==> config.mk <==
export PLATFORM = sky130hd
export DESIGN_NAME = alu_muldiv_seq
export DESIGN_NICKNAME = d
export VERILOG_FILES = /design/src/rtl/alu_muldiv_seq.sv
export SDC_FILE = /design/constraint.sdc
export NUM_CORES = 1
export LEC_CHECK = 0
export ABC_CLOCK_PERIOD_IN_PS = 6200
export CORE_MARGIN = 2
export CORE_UTILIZATION = 53
export DETAILED_ROUTE_END_ITERATION = 12
export PLACE_DENSITY = 0.87
export SYNTH_ARGS = -nofsm -noshare
export SYNTH_HDL_FRONTEND = slang
export SYNTH_SLANG_ARGS = --single-unit
==> constraint.sdc <==
create_clock -name clock -period 6.2 [get_ports clock]
set_clock_uncertainty 0.05 [all_clocks]
set_input_delay 0.62 -clock clock [delete_from_list [all_inputs] [get_ports clock]]
set_output_delay 0.62 -clock clock [all_outputs]
set_load 0.1 [all_outputs]
==> src/rtl/alu_muldiv_seq.sv <==
// Sequential unsigned multiply/divide controller driving an external adder ALU.
// Multiply is 24-cycle shift-add, divide is 24-cycle restoring division;
// divide-by-zero short-circuits straight to DONE with a fixed result.
//
// state | meaning
// IDLE  | ready for a new request, results hold the last completed operation
// MUL   | one shift-add iteration per cycle
// DIV   | one restoring-division iteration per cycle
// DONE  | one-cycle completion pulse, then back to IDLE
module alu_muldiv_seq #(
  parameter logic [2:0] ALUOP_ADD = 3'b010,
  parameter int         WIDTH     = 24
) (
  input  logic             clock,
  input  logic             reset,
  input  logic             start,
  input  logic             op,
  input  logic [WIDTH-1:0] op_a,
  input  logic [WIDTH-1:0] op_b,
  output logic             ready,
  output logic             done,
  output logic [WIDTH-1:0] result_hi,
  output logic [WIDTH-1:0] result_lo,
  output logic             div_by_zero,
  output logic [WIDTH-1:0] alu_a,
  output logic [WIDTH-1:0] alu_b,
  output logic             alu_a_invert,
  output logic             alu_b_negate,
  output logic [2:0]       alu_op,
  input  logic [WIDTH-1:0] alu_result,
  input  logic             alu_carry_out
);

  localparam int CW = $clog2(WIDTH);

  typedef enum logic [1:0] {IDLE, MUL, DIV, DONE} state_t;

  state_t           state, state_nxt;
  logic [WIDTH-1:0] opb_q;
  logic [WIDTH-1:0] work_hi;  // product high half / partial remainder
  logic [WIDTH-1:0] work_lo;  // product low half (multiplier bits) / quotient
  logic [CW-1:0]    cnt;
  logic             last_iter;
  logic             accept_dbz;

  logic [WIDTH:0]   div_t;
  logic             div_bit;
  logic [WIDTH-1:0] div_r_nxt;
  logic [WIDTH-1:0] div_q_nxt;
  logic [WIDTH-1:0] mul_hi_nxt;
  logic [WIDTH-1:0] mul_lo_nxt;

  assign last_iter  = (cnt == CW'(WIDTH - 1));
  assign accept_dbz = op && (op_b == '0);

  // The shifted-in dividend bit can push T past 24 bits; T[24] then
  // guarantees T >= divisor regardless of what the 24-bit ALU reports.
  assign div_t     = {work_hi, work_lo[WIDTH-1]};
  assign div_bit   = div_t[WIDTH] | alu_carry_out;
  assign div_r_nxt = div_bit ? alu_result : div_t[WIDTH-1:0];
  assign div_q_nxt = {work_lo[WIDTH-2:0], div_bit};

  assign {mul_hi_nxt, mul_lo_nxt} = {alu_carry_out, alu_result, work_lo[WIDTH-1:1]};

  assign ready        = (state == IDLE);
  assign done         = (state == DONE);
  assign alu_a_invert = 1'b0;
  assign alu_op       = ALUOP_ADD;

  // State register
  always_ff @(posedge clock) begin
    if (reset) state <= IDLE;
    else       state <= state_nxt;
  end

  // Next-state decode and ALU operand steering
  always_comb begin
    state_nxt    = state;
    alu_a        = '0;
    alu_b        = '0;
    alu_b_negate = 1'b0;
    case (state)
      IDLE: begin
        if (start) begin
          if (accept_dbz) state_nxt = DONE;
          else if (op)    state_nxt = DIV;
          else            state_nxt = MUL;
        end
      end
      MUL: begin
        alu_a = work_hi;
        alu_b = work_lo[0] ? opb_q : '0;
        if (last_iter) state_nxt = DONE;
      end
      DIV: begin
        alu_a        = div_t[WIDTH-1:0];
        alu_b        = opb_q;
        alu_b_negate = 1'b1;
        if (last_iter) state_nxt = DONE;
      end
      DONE: state_nxt = IDLE;
      default: state_nxt = IDLE;
    endcase
  end

  // Datapath: operand capture, iteration updates, result publication
  always_ff @(posedge clock) begin
    if (reset) begin
      opb_q       <= '0;
      work_hi     <= '0;
      work_lo     <= '0;
      cnt         <= '0;
      div_by_zero <= 1'b0;
      result_hi   <= '0;
      result_lo   <= '0;
    end else begin
      case (state)
        IDLE: begin
          if (start) begin
            opb_q       <= op_b;
            work_hi     <= '0;
            work_lo     <= op_a;
            cnt         <= '0;
            div_by_zero <= accept_dbz;
            if (accept_dbz) begin
              result_hi <= op_a;
              result_lo <= '1;
            end
          end
        end
        MUL: begin
          work_hi <= mul_hi_nxt;
          work_lo <= mul_lo_nxt;
          cnt     <= cnt + 1'b1;
          if (last_iter) begin
            result_hi <= mul_hi_nxt;
            result_lo <= mul_lo_nxt;
          end
        end
        DIV: begin
          work_hi <= div_r_nxt;
          work_lo <= div_q_nxt;
          cnt     <= cnt + 1'b1;
          if (last_iter) begin
            result_hi <= div_r_nxt;
            result_lo <= div_q_nxt;
          end
        end
        default: ;
      endcase
    end
  end

endmodule

# Word-level counts from Yosys, hierarchy flattened
# Cells that the tools add are included.
# op_classes
n_addsub	1
eq_ne	9
n_mux	26
n_bitwise	1
n_reduce_logical	11
# ops
op	n
2-to-1 mux 24 bit	12
case mux 24 bit (3 select lines)	4
case mux 24 bit (2 select lines)	2
logical NOT 24 bit	1
case mux 5 bit (2 select lines)	1
2-to-1 mux 2 bit	4
AND reduction 2 bit	4
!= test 2 bit, second input constant	3
case mux 2 bit (3 select lines)	1
adder 5 x 1 -> 5 bit, second input constant	1
equality test 5 bit, second input constant	1
2-to-1 mux 5 bit	1
AND reduction 5 bit	1
equality test 2 bit, second input constant	2
!= test 2 x 1 -> 1 bit, second input constant	2
nonzero test 3 bit	1
equality test 2 x 1 -> 1 bit, second input constant	1
logical NOT 2 bit	1
nonzero test 2 bit	1
OR reduction 2 bit	1
logical AND 1 bit	1
2-to-1 mux 1 bit	1
bitwise OR 1 bit	1
# totals
ff_bits	128

# Logic depth before layout (Yosys ltp)
# Gate-level depths: netlist (run 1).
# depth
ltp_word	5
depth_mapped	9
mapped_depth_nobuf	7

# Least setup slack after synthesis (run 1)
# No wires, ideal clock.
# synth_path
path_type	reg2out
from	reg state[0]
to	out alu_a[11]
arrival_ns	3.475
required_ns	5.530
path_slack_ns	2.055
stages_incl_launch_ff	7
path_buffers	2
path_cell_list	dfxtp_1 -> inv_1 -> ha_1 -> clkbuf_1 -> buf_1 -> nand2_1 -> a21oi_1
# synth_via
elab_chain_cells	2
word_cells_on_any_way	3
cone_classes	eq/ne (2); mux (1)
# synth_lines
element	line_no	text
from (decl)	38	state_t state, state_nxt;
from (signal assigned)	73	else state <= state_nxt;
equality test 2 bit or equality test 2 x 1 -> 1 bit (tied branches)	82	case (state)
case mux 24 bit (2 select lines) (*)	82	
to (decl)	25	output logic [WIDTH-1:0] alu_a,
# Mark *: on every way between the ends. The rest lies on a longest branch, timed or not.

# Final worst setup path (run 1)
# layout_path
from	reg state[1]
to	out alu_b[7]
# layout_via
elab_chain_cells	2
word_cells_on_any_way	3
cone_classes	eq/ne (2); mux (1)
# layout_lines
element	line_no	text
equality test 2 bit or equality test 2 x 1 -> 1 bit (tied branches)	82	
case mux 24 bit (2 select lines) (*)	82	
to (decl)	26	output logic [WIDTH-1:0] alu_b,
# Marked as above.

==> metrics, run 1 <==
status=finished clean; worst slack, placed=1780 ps; PortBufs=176; fillers=927; Max Root-Sink Buffers=2; critical path endpoint category=primary output; largest net degree at the start of global routing=92; Starting Density=0.546; initial antenna violation count=1; fin crit share=0.793; Sw Share=0.523; total wire length=18.7 mm; leakage dissipation=3.28 nW; Crit Path Category=reg -> out; Final Non-Filler Cells=1154; postcts setup bufs=0; Netlist Area Pre-Place=6590 sq um; cell at the slowest stage of the critical path=clkdlybuf4s50_1; via count=6548; internal power=0.00252 W; vias in the first global route=5751; Post-synth EDFFs=0; distinct cell type count after synthesis=45; placed cells=1122; CP required=5530 ps; root buf cell=clkbuf_16; Worst EP arrival=4250 ps; H-tree depth=4; post-route setup slack=1280 ps; Num Clock Sinks=128; Rel. slew slack=0.294; # DRC=0; CP Cell Sequence=inv_1 -> ha_1 -> inv_2 -> nor2_1 -> buf_4 -> and2_1 -> clkdlybuf4s50_1; CTS buffer count=17; post-cts hold buffer count=0; worst-margin pin slew=1060 ps; Max Cap Viol=0; detail-routed net length per standard cell=16.2 microns; flops & latches, synth=128; predominant post-synthesis flop cell=dfxtp_1; area of the die=13300 sq um; Setup crit start kind=register; clock group share of total power=0.172; grt total ovfl=0; GPL Wtd Cong=0.886; Ports=181; final hold vios=0; Hold Crit Class=reg -> reg; Pre-antenna DRT Iters=5; sequential area share after synthesis=0.389; share of the synthesized area in the top cell type=0.389; Net count, final=1056; Area Overhead vs Synth=33.2%; worst-path maximum fanout=49; maximum clock frequency=0.203 GHz; DR vias/cell=5.67; pwr dens=603 nW/um^2; setup_tns=0 ps; first-pass GRT wire length=29.2 mm; Tot GR Track Use=0.279; Synth async-reset ratio=0; core area=12100 sq um; most frequent cells in the layout=clkdlybuf4s50_1, nor2_1, dfxtp_1; Worst path max stage delay=1150 ps; PostCTS Resize Cnt=0; design area=8770 sq um; DPL Wire Length=12.7 mm; RSZ-0062 raised after global routing=no; Die Span Y=115 microns; ratio of cells with drive above 1 in the final layout=0.0832; Yosys top cell by area=dfxtp_1; Cell Rows=40; Synth area leaders=dfxtp_1, nor2_1, nand2_1; sequential share of power=0.233; mean post-synth cell area=7.79 sq um; most common cell after layout, fill and taps aside=clkdlybuf4s50_1; Tmin final=4920 ps; final slew viol count=0; post-route ant nets=0; Die X=115 microns; Reg clk slew, reported paths=50 ps; CTS tree=done; Gate power share=0.595; P_sw=0.00277 W; VDD IR max=0.295 mV; latest clock arrival within the worst-skew pair=430 ps; Ys Warns=0; # setup viols final=0; placed inst area=8220 sq um; Cells after Synth=846; initial detailed-routing violation count=623
cells in the mapped netlist (3+ instances only):
cell type / instances
a21oi_1: 77
a221oi_1: 23
o21ai_0: 27
xor2_1: 3
dfxtp_1: 128
nand3_1: 24
o211ai_1: 23
nor4_1: 5
mux2_2: 21
mux2i_1: 24
ha_1: 6
mux2_4: 3
inv_1: 5
nor2b_1: 25
and2_1: 25
buf_4: 5
nor3_1: 24
nand4_1: 3
buf_1: 12
buf_2: 7
clkbuf_1: 45
nor2_1: 128
or2b_2: 13
nand2_1: 125
nand2b_1: 14
a22oi_1: 24
buf_6: 4
power by group through the flow:
stage | registers, W | logic [W] | clock network [W]
finish | 0.00123 | 0.00314 | 0.000911
global route | 0.00126 | 0.00335 | 0.000958
CTS | 0.00123 | 0.00313 | 0.000919
detailed placement | 0.00124 | 0.00310 | 0
global placement | 0.00123 | 0.00307 | 0
floorplan | 0.00211 | 0.00163 | 0
metrics by stage:
stage | total power (W) | hold WS, ps | utilization
3_3_place_gp | 0.00430 | 387 | 0.682
5_1_grt | 0.00557 | 410 | 0.727
6_report | 0.00529 | 398 | 0.727
4_1_cts | 0.00527 | 400 | 0.727
3_5_place_dp | 0.00434 | 393 | 0.682
2_1_floorplan | 0.00374 | 382 | -
sequential cells by signal, summed over array words and instances, names as in the netlist:
signal and cells:
work_hi 24, opb_q 24, work_lo 24, cnt 5
div_by_zero 1, state 2, result_hi 24, result_lo 24
final cells by class:
cell class	count	area [sq um]	area share
multi-input combinational	637	3610	0.412
sequential	128	2560	0.292
timing repair buffer	184	1820	0.207
clock buffer	25	515	0.0588
tap	168	210	0.0240
clock inverter	6	30.0	0.00342
inverter	5	18.8	0.00214
antenna	1	2.50	0.000285
kinds of logic after synthesis:
logic type                 synth area share
and+or+nand+nor                       0.274
DFF                                   0.389
AOI/OAI and AO/OA                     0.177
xor gates and xnor gates            0.00399
adders and majority gates            0.0114
buffers and inverters                0.0644
muxes                                0.0792
other                               0.00114
critical path, delay by kind of cell (launching register included):
| family | cells | cell delay (ps) |
|---|---|---|
| buf+inv | 4 | 2090 |
| flops | 1 | 390 |
| simple gates | 2 | 400 |
| fa+ha+maj | 1 | 930 |
path summary, 6_finish.rpt:
path              startpoint           end  slack, ps  cells after the start
setup / recovery    state[1]      alu_b[7]       1280                      7
hold / removal      opb_q[4]      opb_q[4]        400                      2
setup reg to reg    state[0]  result_lo[3]       2540                      8
hold reg to reg     opb_q[4]      opb_q[4]        400                      2
per-layer routing:
layer / up-vias / global-route usage / part of all wire
li1: 3172 / - / -
met1: 3047 / 0.377 / 0.43
met2: 282 / 0.413 / 0.46
met3: 47 / 0.0758 / 0.071
met4: 0 / 0.141 / 0.038
met5: - / 0 / 0
Power figures use the tool's default switching activity.
==> inputs of run 2 (changes only) <==
==> config.mk (replaced) <==
export PLATFORM = sky130hd
export DESIGN_NAME = alu_muldiv_seq
export DESIGN_NICKNAME = d
export VERILOG_FILES = /design/src/rtl/alu_muldiv_seq.sv
export SDC_FILE = /design/constraint.sdc
export NUM_CORES = 1
export LEC_CHECK = 0
export ABC_CLOCK_PERIOD_IN_PS = 4100
export CORE_MARGIN = 2
export CORE_UTILIZATION = 44
export DETAILED_ROUTE_END_ITERATION = 12
export PLACE_DENSITY = 0.77
export SYNTH_ARGS = -nofsm -noshare
export SYNTH_HDL_FRONTEND = slang
export SYNTH_SLANG_ARGS = --single-unit
==> constraint.sdc (replaced) <==
create_clock -name clock -period 4.1 [get_ports clock]
set_clock_uncertainty 0.05 [all_clocks]
set_input_delay 0.41 -clock clock [delete_from_list [all_inputs] [get_ports clock]]
set_output_delay 0.41 -clock clock [all_outputs]
set_load 0.1 [all_outputs]
==> metrics, run 2 (synthesis results as in run 1) <==
hold-critical path endpoint=opb_q[0] (was opb_q[4]); Crit Path Category=reg -> out (unchanged); latest clock arrival within the worst-skew pair=420 ps (was 430 ps); final hold vios=0 (unchanged); via count=6424 (was 6548); Num Clock Sinks=128 (unchanged); Ports=181 (unchanged); Pre-antenna DRT Iters=5 (unchanged); post-cts hold buffer count=0 (unchanged); Max Root-Sink Buffers=2 (unchanged); R2R Path Start=state[1] (was state[0]); initial antenna violation count=1 (unchanged); pwr dens=919 nW/um^2 (was 603 nW/um^2); most frequent cells in the layout=nor2_1, dfxtp_1, clkdlybuf4s50_1 (was clkdlybuf4s50_1, nor2_1, dfxtp_1); first-pass GRT wire length=30.1 mm (was 29.2 mm); setup_tns=0 ps (unchanged); # setup viols final=0 (unchanged); H-tree depth=4 (unchanged); largest net degree at the start of global routing=89 (was 92); Starting Density=0.452 (was 0.546); CP required=3640 ps (was 5530 ps); detail-routed net length per standard cell=16.1 microns (was 16.2 microns); most used cell, CP=buf_4; CTS tree=done (unchanged); Area Overhead vs Synth=38.5% (was 33.2%); Worst path max stage delay=540 ps (was 1150 ps); cell at the slowest stage of the critical path=buf_4 (was clkdlybuf4s50_1); area of the die=16000 sq um (was 13300 sq um); vias in the first global route=5715 (was 5751); status=finished clean (unchanged); design area=9130 sq um (was 8770 sq um); Max Cap Viol=0 (unchanged); hold_sp=opb_q[0] (was opb_q[4]); placed inst area=8450 sq um (was 8220 sq um); worst-margin pin slew=1050 ps (was 1060 ps); R2R setup slack=1370 ps (was 2540 ps); worst-path maximum fanout=60 (was 49); maximum clock frequency=0.313 GHz; initial detailed-routing violation count=538 (was 623); VDD IR max=0.480 mV (was 0.295 mV); Setup crit start kind=register (unchanged); Reg clk slew, reported paths=50 ps (about the same); DR WL met3=1.07 mm (was 1.32 mm); R2R cell count=6 (was 8); worst setup path start=state[0] (was state[1]); Cell Rows=44 (was 40); Die Span Y=126 microns (was 115 microns); total wire length=18.9 mm (was 18.7 mm); Hold Path Depth=2 (unchanged); Util after Layout=0.625 (was 0.727); worst r2r dst=result_lo[4] (was result_lo[3]); GPL Wtd Cong=0.874 (was 0.886); Die X=126 microns (was 115 microns); CTS buffer count=17 (unchanged); fillers=1245 (was 927); fin crit share=0.778; post-route ant nets=0 (unchanged); Tot GR Track Use=0.234 (was 0.279); critical path endpoint category=primary output (unchanged); PortBufs=176 (unchanged); Hold Crit Class=reg -> reg (unchanged); root buf cell=clkbuf_16 (unchanged); Rel. slew slack=0.295 (was 0.294); DPL Wire Length=13.1 mm (was 12.7 mm); leakage dissipation=3.51 nW (was 3.28 nW); grt total ovfl=0 (unchanged); postcts setup bufs=0 (unchanged); CP Cell Sequence=inv_1 -> ha_2 -> buf_4 -> a21oi_1 -> nor2_1 -> buf_4 -> and2_1 -> buf_12 (was inv_1 -> ha_1 -> inv_2 -> nor2_1 -> buf_4 -> and2_1 -> clkdlybuf4s50_1); Worst EP arrival=2730 ps (was 4250 ps); # DRC=0 (unchanged); met2 WL post-DR=8.72 mm (was 8.53 mm); Tmin final=3190 ps; RSZ-0062 raised after global routing=no (unchanged); final slew viol count=0 (unchanged); Post-Route M1 WL=8.48 mm (was 8.13 mm); Top Layer Used=met4 (unchanged); ratio of cells with drive above 1 in the final layout=0.134 (was 0.0832); DR vias/cell=5.48 (was 5.67); Net count, final=1058 (was 1056); PostCTS Resize Cnt=0 (unchanged); core area=14600 sq um (was 12100 sq um)
run 2: stage by stage:
step / power (W) / setup slack, ps / std cells / hold WS (ps)
detailed placement: 0.00663 / 1340 / 1140 / 397
global route: 0.00881 / 701 / 1173 / 419
floorplan: 0.00565 / 165 / 848 / 382
finish: 0.00839 / 909 / 1173 / 401
global placement: 0.00658 / 1400 / 1140 / 389
CTS: 0.00837 / 882 / 1172 / 404
run 2: worst max path at each step:
stage / to / slack, ps
after global placement: alu_b[20] / 1400
after global routing: alu_b[14] / 700
after CTS: alu_b[19] / 880
final: alu_b[19] / 910
after detailed placement: alu_b[19] / 1340
after floorplan: alu_a[11] / 170
run 2: layout make-up:
cell class / count / area [sq um] / area share
Sequential cell: 128 / 2560 / 0.281
Antenna cell: 1 / 2.50 / 0.000274
Clock buffer: 22 / 464 / 0.0509
Inverter: 5 / 18.8 / 0.00206
Multi-Input combinational cell: 637 / 3610 / 0.396
Timing Repair Buffer: 186 / 2030 / 0.222
Tap cell: 184 / 230 / 0.0252
Clock inverter: 10 / 206 / 0.0226
run 2: report_power, final:
part | switching, W | leakage, nW | internal, W | total (W)
Sequential | 0.000239 | 1.05 | 0.00162 | 0.00186
Combinational | 0.00345 | 2.14 | 0.00136 | 0.00481
Clock | 0.000543 | 0.324 | 0.00117 | 0.00171
Total | 0.00423 | 3.51 | 0.00416 | 0.00839
run 2: worst max-delay path: cells and delay by family (launching register included):
| kind | cells | cell delay (ps) |
|---|---|---|
| buf+inv | 4 | 1090 |
| fa+ha+maj | 1 | 400 |
| simple gates | 2 | 380 |
| flops | 1 | 340 |
| compound gates | 1 | 80 |
run 2: layer usage:
layer / vias up / track usage
met2: 227 / 0.354
met1: 2982 / 0.322
met3: 42 / 0.0477
met5: - / 0
li1: 3173 / -
met4: 0 / 0.111
==> inputs of run 3 (changes only) <==
==> config.mk (replaced) <==
export PLATFORM = sky130hd
export DESIGN_NAME = alu_muldiv_seq
export DESIGN_NICKNAME = d
export VERILOG_FILES = /design/src/rtl/alu_muldiv_seq.sv
export SDC_FILE = /design/constraint.sdc
export NUM_CORES = 1
export LEC_CHECK = 0
export ABC_CLOCK_PERIOD_IN_PS = 3300
export CORE_MARGIN = 2
export CORE_UTILIZATION = 49
export DETAILED_ROUTE_END_ITERATION = 12
export PLACE_DENSITY = 0.81
export SYNTH_ARGS = -nofsm -noshare
export SYNTH_HDL_FRONTEND = slang
export SYNTH_SLANG_ARGS = --single-unit
==> constraint.sdc (replaced) <==
create_clock -name clock -period 3.3 [get_ports clock]
set_clock_uncertainty 0.05 [all_clocks]
set_input_delay 0.33 -clock clock [delete_from_list [all_inputs] [get_ports clock]]
set_output_delay 0.33 -clock clock [all_outputs]
set_load 0.1 [all_outputs]
==> metrics, run 3 (synthesis results as in run 1) <==
RSZ-0062 raised after global routing=no (unchanged); Setup crit start kind=register (unchanged); Cell Rows=42 (was 44); Area Overhead vs Synth=44.2% (was 38.5%); worst r2r dst=work_hi[12] (was result_lo[4]); Num Clock Sinks=128 (unchanged); maximum clock frequency=0.363 GHz; Crit Path Category=reg -> out (unchanged); R2R Path Start=state[1] (unchanged); CTS tree=done (unchanged); Die Span Y=120 microns (was 126 microns); vias in the first global route=6031 (was 5715); final slew viol count=0 (unchanged); initial antenna violation count=0 (was 1); detail-routed net length per standard cell=16.4 microns (was 16.1 microns); Final Non-Filler Cells=1170 (was 1173); worst-path maximum fanout=72 (was 60); design area=9500 sq um (was 9130 sq um); # setup viols final=0 (unchanged); R2R setup slack=730 ps (was 1370 ps); grt total ovfl=0 (unchanged); GPL Wtd Cong=0.844 (was 0.874); Worst EP arrival=2370 ps (was 2730 ps); final hold vios=0 (unchanged); PostCTS Resize Cnt=0 (unchanged); ratio of cells with drive above 1 in the final layout=0.168 (was 0.134); first-pass GRT wire length=30.8 mm (was 30.1 mm); crit path to=alu_a[0] (was alu_b[19]); placed inst area=8870 sq um (was 8450 sq um); most frequent cells in the layout=dfxtp_1, nor2_1, nand2_1 (was nor2_1, dfxtp_1, clkdlybuf4s50_1); largest net degree at the start of global routing=77 (was 89); pwr dens=1090 nW/um^2 (was 919 nW/um^2); core area=13200 sq um (was 14600 sq um); setup_tns=0 ps (unchanged); Tot Pwr=0.0104 W (was 0.00839 W); Net count, final=1064 (was 1058); CTS buffer count=17 (unchanged); placed cells=1138 (was 1140); PortBufs=176 (unchanged); DR vias/cell=5.58 (was 5.48); CP required=2920 ps (was 3640 ps); Rel. slew slack=0.299 (was 0.295); R2R cell count=9 (was 6); area of the die=14400 sq um (was 16000 sq um); fin crit share=0.835; root buf cell=clkbuf_16 (unchanged); initial detailed-routing violation count=651 (was 538); most common cell after layout, fill and taps aside=dfxtp_1; diode count=0 (was 1); Max Root-Sink Buffers=2 (unchanged); Die X=120 microns (was 126 microns); fillers=953 (was 1245); Ports=181 (unchanged); Tmin final=2750 ps; leakage dissipation=3.58 nW (was 3.51 nW); postcts setup bufs=0 (unchanged); critical path endpoint category=primary output (unchanged); Hold Crit Class=in -> reg (was reg -> reg); Pre-antenna DRT Iters=5 (unchanged); H-tree depth=4 (unchanged); Starting Density=0.499 (was 0.452); latest clock arrival within the worst-skew pair=420 ps (about the same); Reg clk slew, reported paths=60 ps (was 50 ps); post-cts hold buffer count=0 (unchanged); worst-margin pin slew=1050 ps (about the same); VDD IR max=0.673 mV (was 0.480 mV); Util after Layout=0.720 (was 0.625); Max Cap Viol=0 (unchanged); DPL Wire Length=12.9 mm (was 13.1 mm); total wire length=19.2 mm (was 18.9 mm); worst setup path start=state[1] (was state[0]); # DRC=0 (unchanged); via count=6534 (was 6424); post-route ant nets=0 (unchanged); status=finished clean (unchanged); Tot GR Track Use=0.267 (was 0.234)
run 3: cell types whose count changed in the layout (fill, tap and decap cells not counted), moves of 2 or more:
| cell | delta |
|---|---|
| clkinv_4 | +3 |
| buf_12 | +24 |
| buf_4 | -15 |
| clkbuf_1 | -2 |
| bufinv_16 | -2 |
| clkinvlp_4 | +2 |
| a21oi_1 | -23 |
| clkdlybuf4s50_1 | -3 |
| a21oi_2 | +23 |
run 3: critical path, stage by stage (launching register included):
cell     delay (ps)
dfxtp_1         350
inv_1           120
ha_2            210
buf_4           590
nand2_1         160
a21oi_2         270
buf_12          210
run 3: how the worst min path moves through the flow:
stage               startpoint     endpoint  slack, ps  cells after the start
global placement      opb_q[2]     opb_q[2]        390                      2
CTS                      reset  work_lo[10]        350                      2
finish                   reset  work_lo[10]        360                      2
detailed placement    opb_q[3]     opb_q[3]        390                      2
global route             reset  work_lo[15]        380                      2
floorplan             opb_q[0]     opb_q[0]        380                      2
run 3: per-layer routing:
metal  track usage  up-vias  part of all wire
li1              -     3203                 -
met5             0        -                 0
met2         0.404      290              0.46
met1         0.380     3013              0.45
met3        0.0518       28             0.067
met4        0.0882        0             0.020
run 3: power breakdown:
| part | internal, W | total, W | switching, W | leakage [nW] |
|---|---|---|---|---|
| Combinational | 0.00172 | 0.00607 | 0.00435 | 2.23 |
| Clock | 0.00128 | 0.00199 | 0.000711 | 0.299 |
| Sequential | 0.00202 | 0.00231 | 0.000294 | 1.05 |
run 3: stage by stage:
stage               setup slack [ps]  hold WS [ps]
floorplan                       52.5           382
global placement                 722           387
detailed placement               693           392
CTS                              565           350
global route                     436           381
finish                           545           358
run 3: layout make-up:
type | count | area, sq um | share of cell area
Multi-Input combinational cell | 637 | 3700 | 0.390
Sequential cell | 128 | 2560 | 0.270
Timing Repair Buffer | 192 | 2360 | 0.249
Clock buffer | 19 | 443 | 0.0466
Tap cell | 176 | 220 | 0.0232
Clock inverter | 13 | 188 | 0.0198
Inverter | 5 | 18.8 | 0.00198
